$ cat config.mk
export PLATFORM = sky130hd
export DESIGN_NAME = sequence_generator
export DESIGN_NICKNAME = d
export VERILOG_FILES = /design/src/rtl/sequence_generator.sv
export SDC_FILE = /design/constraint.sdc
export NUM_CORES = 1
export LEC_CHECK = 0
export BUFFER_PORTS_ARGS = -buffer_cell sky130_fd_sc_hd__buf_2
export CORE_MARGIN = 4
export CORE_UTILIZATION = 35
export CTS_CLUSTER_DIAMETER = 200
export DETAILED_ROUTE_END_ITERATION = 8
export GPL_ROUTABILITY_DRIVEN = 1
export GPL_TIMING_DRIVEN = 0
export PLACE_DENSITY = 0.64
export RECOVER_POWER = 100
export SYNTH_ARGS = -nofsm -noshare
export SYNTH_HDL_FRONTEND = slang
export SYNTH_SLANG_ARGS = --single-unit
$ cat constraint.sdc
create_clock -name clk_50m -period 2.1 [get_ports clk_50m]
set_clock_uncertainty 0.15 [all_clocks]
set_input_delay 0.63 -clock clk_50m [delete_from_list [all_inputs] [get_ports clk_50m]]
set_output_delay 0.63 -clock clk_50m [all_outputs]
set_load 0.03 [all_outputs]
$ cat src/rtl/sequence_generator.sv
// Serial pattern transmitter: sends a PAT_W-bit word MSB first, DIV clocks per bit.
// Define SEQ_GEN_PARITY_EN to append an even-parity bit after the data bits.
module sequence_generator #(
    parameter int DIV   = 25000000,
    parameter int PAT_W = 4
) (
    input  logic             clk_50m,
    input  logic             rst,
    input  logic             start,
    input  logic [PAT_W-1:0] pattern,
    output logic             data_out,
    output logic             indication,
    output logic             busy,
    output logic             done
);

    localparam int CW = $clog2(DIV);
    localparam int BW = (PAT_W > 1) ? $clog2(PAT_W) : 1;
    localparam logic [CW-1:0] PRE_LAST = CW'(DIV - 1);
    localparam logic [CW-1:0] PRE_HALF = CW'(DIV / 2);
    localparam logic [BW-1:0] BIT_LAST = BW'(PAT_W - 1);

`ifdef SEQ_GEN_PARITY_EN
    typedef enum logic [1:0] {IDLE, SEND, PAR} state_t;
`else
    typedef enum logic [0:0] {IDLE, SEND} state_t;
`endif

    state_t           state_q;
    state_t           state_d;
    logic [CW-1:0]    presc_q;
    logic [BW-1:0]    bit_cnt_q;
    logic [PAT_W-1:0] shreg_q;
    logic             done_q;
    logic             wrap;
    logic             last_bit;
    logic             frame_end;
`ifdef SEQ_GEN_PARITY_EN
    logic             par_q;
`endif

    assign wrap     = (presc_q == PRE_LAST);
    assign last_bit = (bit_cnt_q == BIT_LAST);

    always_ff @(posedge clk_50m) begin
        if (rst) begin
            state_q <= IDLE;
        end else begin
            state_q <= state_d;
        end
    end

    always_comb begin
        state_d = state_q;
        case (state_q)
            IDLE: begin
                if (start) begin
                    state_d = SEND;
                end
            end
            SEND: begin
                if (wrap && last_bit) begin
`ifdef SEQ_GEN_PARITY_EN
                    state_d = PAR;
`else
                    state_d = IDLE;
`endif
                end
            end
`ifdef SEQ_GEN_PARITY_EN
            PAR: begin
                if (wrap) begin
                    state_d = IDLE;
                end
            end
`endif
            default: state_d = IDLE;
        endcase
    end

    assign frame_end = (state_q != IDLE) && (state_d == IDLE);

    always_ff @(posedge clk_50m) begin
        if (rst) begin
            presc_q   <= '0;
            bit_cnt_q <= '0;
            shreg_q   <= '0;
            done_q    <= 1'b0;
`ifdef SEQ_GEN_PARITY_EN
            par_q     <= 1'b0;
`endif
        end else begin
            done_q <= frame_end;
            if (state_q == IDLE) begin
                if (start) begin
                    shreg_q   <= pattern;
                    presc_q   <= '0;
                    bit_cnt_q <= '0;
`ifdef SEQ_GEN_PARITY_EN
                    par_q     <= ^pattern;
`endif
                end
            end else begin
                presc_q <= wrap ? '0 : presc_q + 1'b1;
                if (state_q == SEND && wrap && !last_bit) begin
                    shreg_q   <= shreg_q << 1;
                    bit_cnt_q <= bit_cnt_q + 1'b1;
                end
            end
        end
    end

    // Outputs decode straight from state so reset clears them on the next cycle.
    always_comb begin
        data_out = 1'b0;
        case (state_q)
            SEND:    data_out = shreg_q[PAT_W-1];
`ifdef SEQ_GEN_PARITY_EN
            PAR:     data_out = par_q;
`endif
            default: data_out = 1'b0;
        endcase
    end

    assign busy       = (state_q != IDLE);
    assign indication = busy && (presc_q >= PRE_HALF);
    assign done       = done_q;

endmodule
Word-level counts from Yosys, hierarchy flattened
Cells that the tools add are included.
W data, S select, Z words.

cells by class
  muxes and demuxes = 13
  bitwise gates (word level) = 2
  eq/ne operators = 3
  reductions and logical operators = 8
  add/sub/neg operators = 2
  shift operators = 0
  divide/modulo/power cells = 0
  $lt $le $gt $ge = 1
  multipliers = 0

operators with widths
  operator                 count
  $mux W25                 3
  $add A25 B1 Y25 const B  1
  $eq A25 B25 Y1 const B   1
  $ge A25 B24 Y1 const B   1
  $mux W4                  3
  $mux W2                  3
  $logic_and A1 B1 Y1      5
  $mux W1                  3
  $add A2 B1 Y2 const B    1
  $eq A2 B2 Y1 const B     1
  $ne A2 B1 Y1 const B     1
  $not A1 Y1               2
  $pmux W1 S2              1
  $reduce_and A2 Y1        1
  $reduce_bool A2 Y1       1
  $logic_not A1 Y1         1

storage, ports and cells
  word-level logic and storage cells = 34
  bits in latches = 0
  register bits = 33
  bits of input ports = 7
  memories kept = 0
  bits in writable memories = 0
  output and inout bits = 4
  ROM bits = 0

Longest topological paths before layout
  depth after elaboration = 6
  depth in mapped cells = 8
  mapped depth without buffers = 6

Worst setup path after synthesis
Ideal clock, no wire load.

  kind = register -> output
  start = register presc_q[8]
  end = output port indication
  path buffers = 1
  arrival time = 1.508 ns
  cell stages (with the launch flop) = 7
  data required time = 1.320 ns
  slack = -0.188 ns
  cells stage by stage = dfxtp_1 -> buf_2 -> nor4_2 -> or2b_1 -> a31o_2 -> a21oi_1 -> o22ai_1

between the ends
  longest elaborated chain between the ends = 2

RTL lines
  what                    line  source
  start, declared         31    logic [CW-1:0] presc_q;
  start signal, assigned  104   presc_q <= wrap ? '0 : presc_q + 1'b1;
  $ge A25 B24 Y1          126   assign indication = busy && (presc_q >= PRE_HALF);
  $logic_and A1 B1 Y1     126
  end, declared           12    output logic indication,

Every way passes these cells.

Final worst setup path
  start = register presc_q[7]
  end = output port indication

Same word-level chain as after synthesis.

==> tab_implementation.tex <==
\begin{tabular}{lr}
\hline
Metric & Value \\
\hline
\multicolumn{2}{l}{\textbf{STA}} \\
Tightest hold margin & 0.322 ns \\
Worst-case setup margin in the final layout & -0.449 ns \\
Number of failing hold endpoints at the final stage & 0 \\
Pin slew with the least headroom to its limit & 0.722 ns \\
Worst relative slew slack & 0.516 \\
Number of max-slew violations in the final report & 0 \\
Crit share post-route & 1.21 \\
Upper clock frequency limit & 392 MHz \\
Unrepaired setup endpoints after global routing & yes \\
Number of setup violations in the final report & 2 \\
Minimum period implied by the final worst setup slack & 2.55 ns \\
\multicolumn{2}{l}{\textbf{Finish}} \\
FF+latch area & 668 sq um \\
Commonest cells after routing, fill and taps aside & sky130\_fd\_sc\_hd\_\_dfxtp\_1 (31), sky130\_fd\_sc\_hd\_\_nor2\_1 (19), sky130\_fd\_sc\_hd\_\_a21oi\_1 (17), sky130\_fd\_sc\_hd\_\_nand2\_1 (16), sky130\_fd\_sc\_hd\_\_nand3\_1 (11) \\
Number of fill cells in the layout & 528 \\
Fraction of final layout cells sized beyond drive strength 1 & 0.206 \\
Multi-input gate area in the final layout & 0.00110 sq mm \\
Most common library cell in the layout ignoring fill and taps & sky130\_fd\_sc\_hd\_\_dfxtp\_1 \\
Antenna fix cells & 0 \\
Synthesis-to-finish area growth & 16.7\% \\
Fin nets & 243 \\
Non-filler cells, final & 303 \\
\multicolumn{2}{l}{\textbf{Yosys}} \\
Post-synthesis area per instance & 8.69 sq um \\
Sequential share of the synthesized area & 0.360 \\
Top\_reg\_cell synth & sky130\_fd\_sc\_hd\_\_dfxtp\_1 \\
Number of storage elements in the synthesis netlist & 33 \\
Synthesis warning total & 0 \\
Main combinational cell family by area after synthesis & simple AND/OR/NAND/NOR gates \\
Gate count after technology mapping & 211 \\
Library cells used by synthesis & 51 \\
Async set or reset register ratio after synthesis & 0 \\
Synthesized-area fraction occupied by ao, oa, aoi and oai cells & 0.220 \\
Fraction of the mapped netlist area in adder cells & 0.0205 \\
Post-Synth Simple-Gate Area & 0.311 \\
Net count after synthesis & 221 \\
Share of synthesized area spent on multiplexers & 0.0109 \\
Area share of xor/xnor cells in the synthesized design & 0.0239 \\
Netlist area before placement & 0.00183 sq mm \\
Number of synthesized flops with an enable pin & 0 \\
\multicolumn{2}{l}{\textbf{Outcome}} \\
Outcome & finished with violations \\
Failing checks & setup timing \\
\multicolumn{2}{l}{\textbf{Floorplanning}} \\
Floorplan core area & 0.00511 sq mm \\
Die Ht & 80.4 um \\
Die Outline Area & 0.00646 sq mm \\
Boundary pin count & 11 \\
Effective utilization at floorplan & 0.359 \\
Overall die width & 80.4 um \\
Rows & 26 \\
\multicolumn{2}{l}{\textbf{Detailed routing}} \\
Iter 0 DRT Violations & 105 \\
Routed vias/inst & 5.35 \\
Detail-routed net length per standard cell & 14.0 um \\
Remaining routing DRC violations & 0 \\
Wire length after detailed routing & 4230 um \\
Total number of vias & 1621 \\
Number of search-and-repair iterations in the first detailed-routing pass & 4 \\
Number of routed nets with antenna violations & 0 \\
\multicolumn{2}{l}{\textbf{Clock tree}} \\
Clock sink total & 33 \\
Root Driver & sky130\_fd\_sc\_hd\_\_clkbuf\_8 \\
TritonCTS clock tree & done \\
Maximum buffer depth of the clock tree & 2 \\
CTS H-tree lvls & 2 \\
Hold Buf Count CTS & 0 \\
Skew-Pair Late Insertion Delay & 0.29 ns \\
Clock slew seen by the registers of the worst setup and hold paths & 0.07 ns \\
Cts bufs inserted & 5 \\
\multicolumn{2}{l}{\textbf{Power}} \\
Reported leakage power & 0.000800 uW \\
Max VDD drop & 234 uV \\
PD cells & 572 mW/mm\^{}2 \\
\multicolumn{2}{l}{\textbf{GRT}} \\
All-Layer GR Usage & 0.145 \\
Global-route wire length before repair & 7300 um \\
Antenna violations before repair & 0 \\
Via count of the first global-routing pass & 1538 \\
Total gr overflow & 0 \\
Pin count of the biggest net entering global routing & 11 \\
\multicolumn{2}{l}{\textbf{Placement}} \\
Quantity of I/O buffers inserted on ports & 9 \\
Placer's final routability congestion estimate & 0.876 \\
Post-detail-place hpwl & 2960 um \\
Dpl cells & 290 \\
\multicolumn{2}{l}{\textbf{Setup path}} \\
Critical Path Start Type & flip-flop \\
Worst setup path class & flip-flop to output pin \\
Max FO, Critical Path & 2 \\
Critical path required time & 1.32 ns \\
Critical Path AT & 1.77 ns \\
Crit end category & output pin \\
\multicolumn{2}{l}{\textbf{Min path}} \\
Min-delay worst type & flip-flop to flip-flop \\
\multicolumn{2}{l}{\textbf{Flow run}} \\
Number of max-cap violations & 0 \\
\hline
\end{tabular}
## final timing paths
path,start,end,slack (ns),cells after the start
setup reg to reg,presc_q[1]$_SDFFE_PP0P_,presc_q[19]$_SDFFE_PP0P_,0,8
setup / recovery,presc_q[7]$_SDFFE_PP0P_,indication,-0.45,6
hold / removal,bit_cnt_q[1]$_SDFFE_PP0P_,bit_cnt_q[1]$_SDFFE_PP0P_,0.32,2
hold reg to reg,bit_cnt_q[1]$_SDFFE_PP0P_,bit_cnt_q[1]$_SDFFE_PP0P_,0.32,2
## metal layers
layer,global-route usage,wire [um],up-vias
met4,0.0557,78,0
met3,0.0303,102,8
met1,0.184,2060,766
met2,0.240,2000,19
li1,-,-,828
met5,0,0,-
## registers in the layout (all words and copies together) (netlist names)
name	flops
presc_q	25
shreg_q	4
bit_cnt_q	2
busy	1
done	1
## synthesized netlist by cell type (2+ instances only)
cell type,n,area (sq um)
sky130_fd_sc_hd__inv_1,7,26.3
sky130_fd_sc_hd__and2_1,4,25.0
sky130_fd_sc_hd__a21oi_2,2,17.5
sky130_fd_sc_hd__nor4_4,2,42.5
sky130_fd_sc_hd__dfxtp_1,33,661
sky130_fd_sc_hd__nor3_1,6,30.0
sky130_fd_sc_hd__a21o_1,3,22.5
sky130_fd_sc_hd__buf_2,4,20.0
sky130_fd_sc_hd__or2_0,2,12.5
sky130_fd_sc_hd__nand3_1,11,55.1
sky130_fd_sc_hd__a21oi_1,18,90.1
sky130_fd_sc_hd__xnor2_1,4,35.0
sky130_fd_sc_hd__nor2b_1,2,12.5
sky130_fd_sc_hd__nand2_1,16,60.1
sky130_fd_sc_hd__a22o_1,5,43.8
sky130_fd_sc_hd__and3_1,3,18.8
sky130_fd_sc_hd__ha_1,3,37.5
sky130_fd_sc_hd__buf_1,2,7.51
sky130_fd_sc_hd__o21ai_1,5,25.0
sky130_fd_sc_hd__and4_4,3,33.8
sky130_fd_sc_hd__a41oi_1,3,26.3
sky130_fd_sc_hd__a31oi_1,9,56.3
sky130_fd_sc_hd__o221a_2,3,33.8
sky130_fd_sc_hd__nand4_1,9,56.3
sky130_fd_sc_hd__nand4_4,2,42.5
sky130_fd_sc_hd__a22oi_1,2,15.0
sky130_fd_sc_hd__nor2_1,19,71.3
sky130_fd_sc_hd__or2b_1,2,15.0
sky130_fd_sc_hd__buf_6,2,22.5
sky130_fd_sc_hd__o21ai_0,3,15.0
sky130_fd_sc_hd__mux2i_1,2,20.0
## layout make-up
cell class / count / area share
buffer: 9 / 0.0310
timing repair buffer: 16 / 0.0468
sequential: 33 / 0.312
tap: 70 / 0.0409
clock buffer: 7 / 0.0403
multi-input combinational: 160 / 0.515
inverter: 8 / 0.0140
## logic make-up (layout without fill, tap and decap cells)
group           Yosys count  count (layout)
compound gates           58              58
fa+ha+maj                 3               3
flops                    33              33
mux                       2               2
buf+inv                  18              40
simple gates             92              92
xor+xnor                  5               5
## stage by stage
| step | power (uW) | utilization | setup slack, ns | TNS (ns) | cell area, sq um |
|---|---|---|---|---|---|
| 2_1_floorplan | 724 | - | -0.0611 | -0.0611 | 1870 |
| 3_3_place_gp | 751 | 0.392 | -0.265 | -1.51 | 2000 |
| 3_5_place_dp | 752 | 0.392 | -0.275 | -1.37 | 2000 |
| 4_1_cts | 1240 | 0.416 | -0.528 | -0.528 | 2130 |
| 5_1_grt | 1270 | 0.419 | -0.570 | -2.81 | 2140 |
| 6_report | 1220 | 0.419 | -0.449 | -0.453 | 2140 |
## where the power goes
| part | switching, uW | internal [uW] |
|---|---|---|
| logic | 62.5 | 35.8 |
| clock network | 227 | 260 |
| registers | 6.78 | 632 |
## worst max-delay path, stage by stage, from the launching register on
cell and delay, ns:
sky130_fd_sc_hd__dfxtp_4 0.35, sky130_fd_sc_hd__nor4_4 0.26, sky130_fd_sc_hd__or2b_1 0.25, sky130_fd_sc_hd__a31o_2 0.25, sky130_fd_sc_hd__a21oi_4 0.14, sky130_fd_sc_hd__o22ai_4 0.08
sky130_fd_sc_hd__buf_6 0.15
## timing repair
| item | 4_1_cts | 5_1_grt |
|---|---|---|
| pin swaps | 5 | 5 |
| gates resized for setup | 5 | 5 |
| endpoints found under the setup margin | 2 | 20 |
| hold endpoints to repair | 0 | 0 |
| setup buffers | 5 | 2 |
Power figures use the tool's default switching activity.
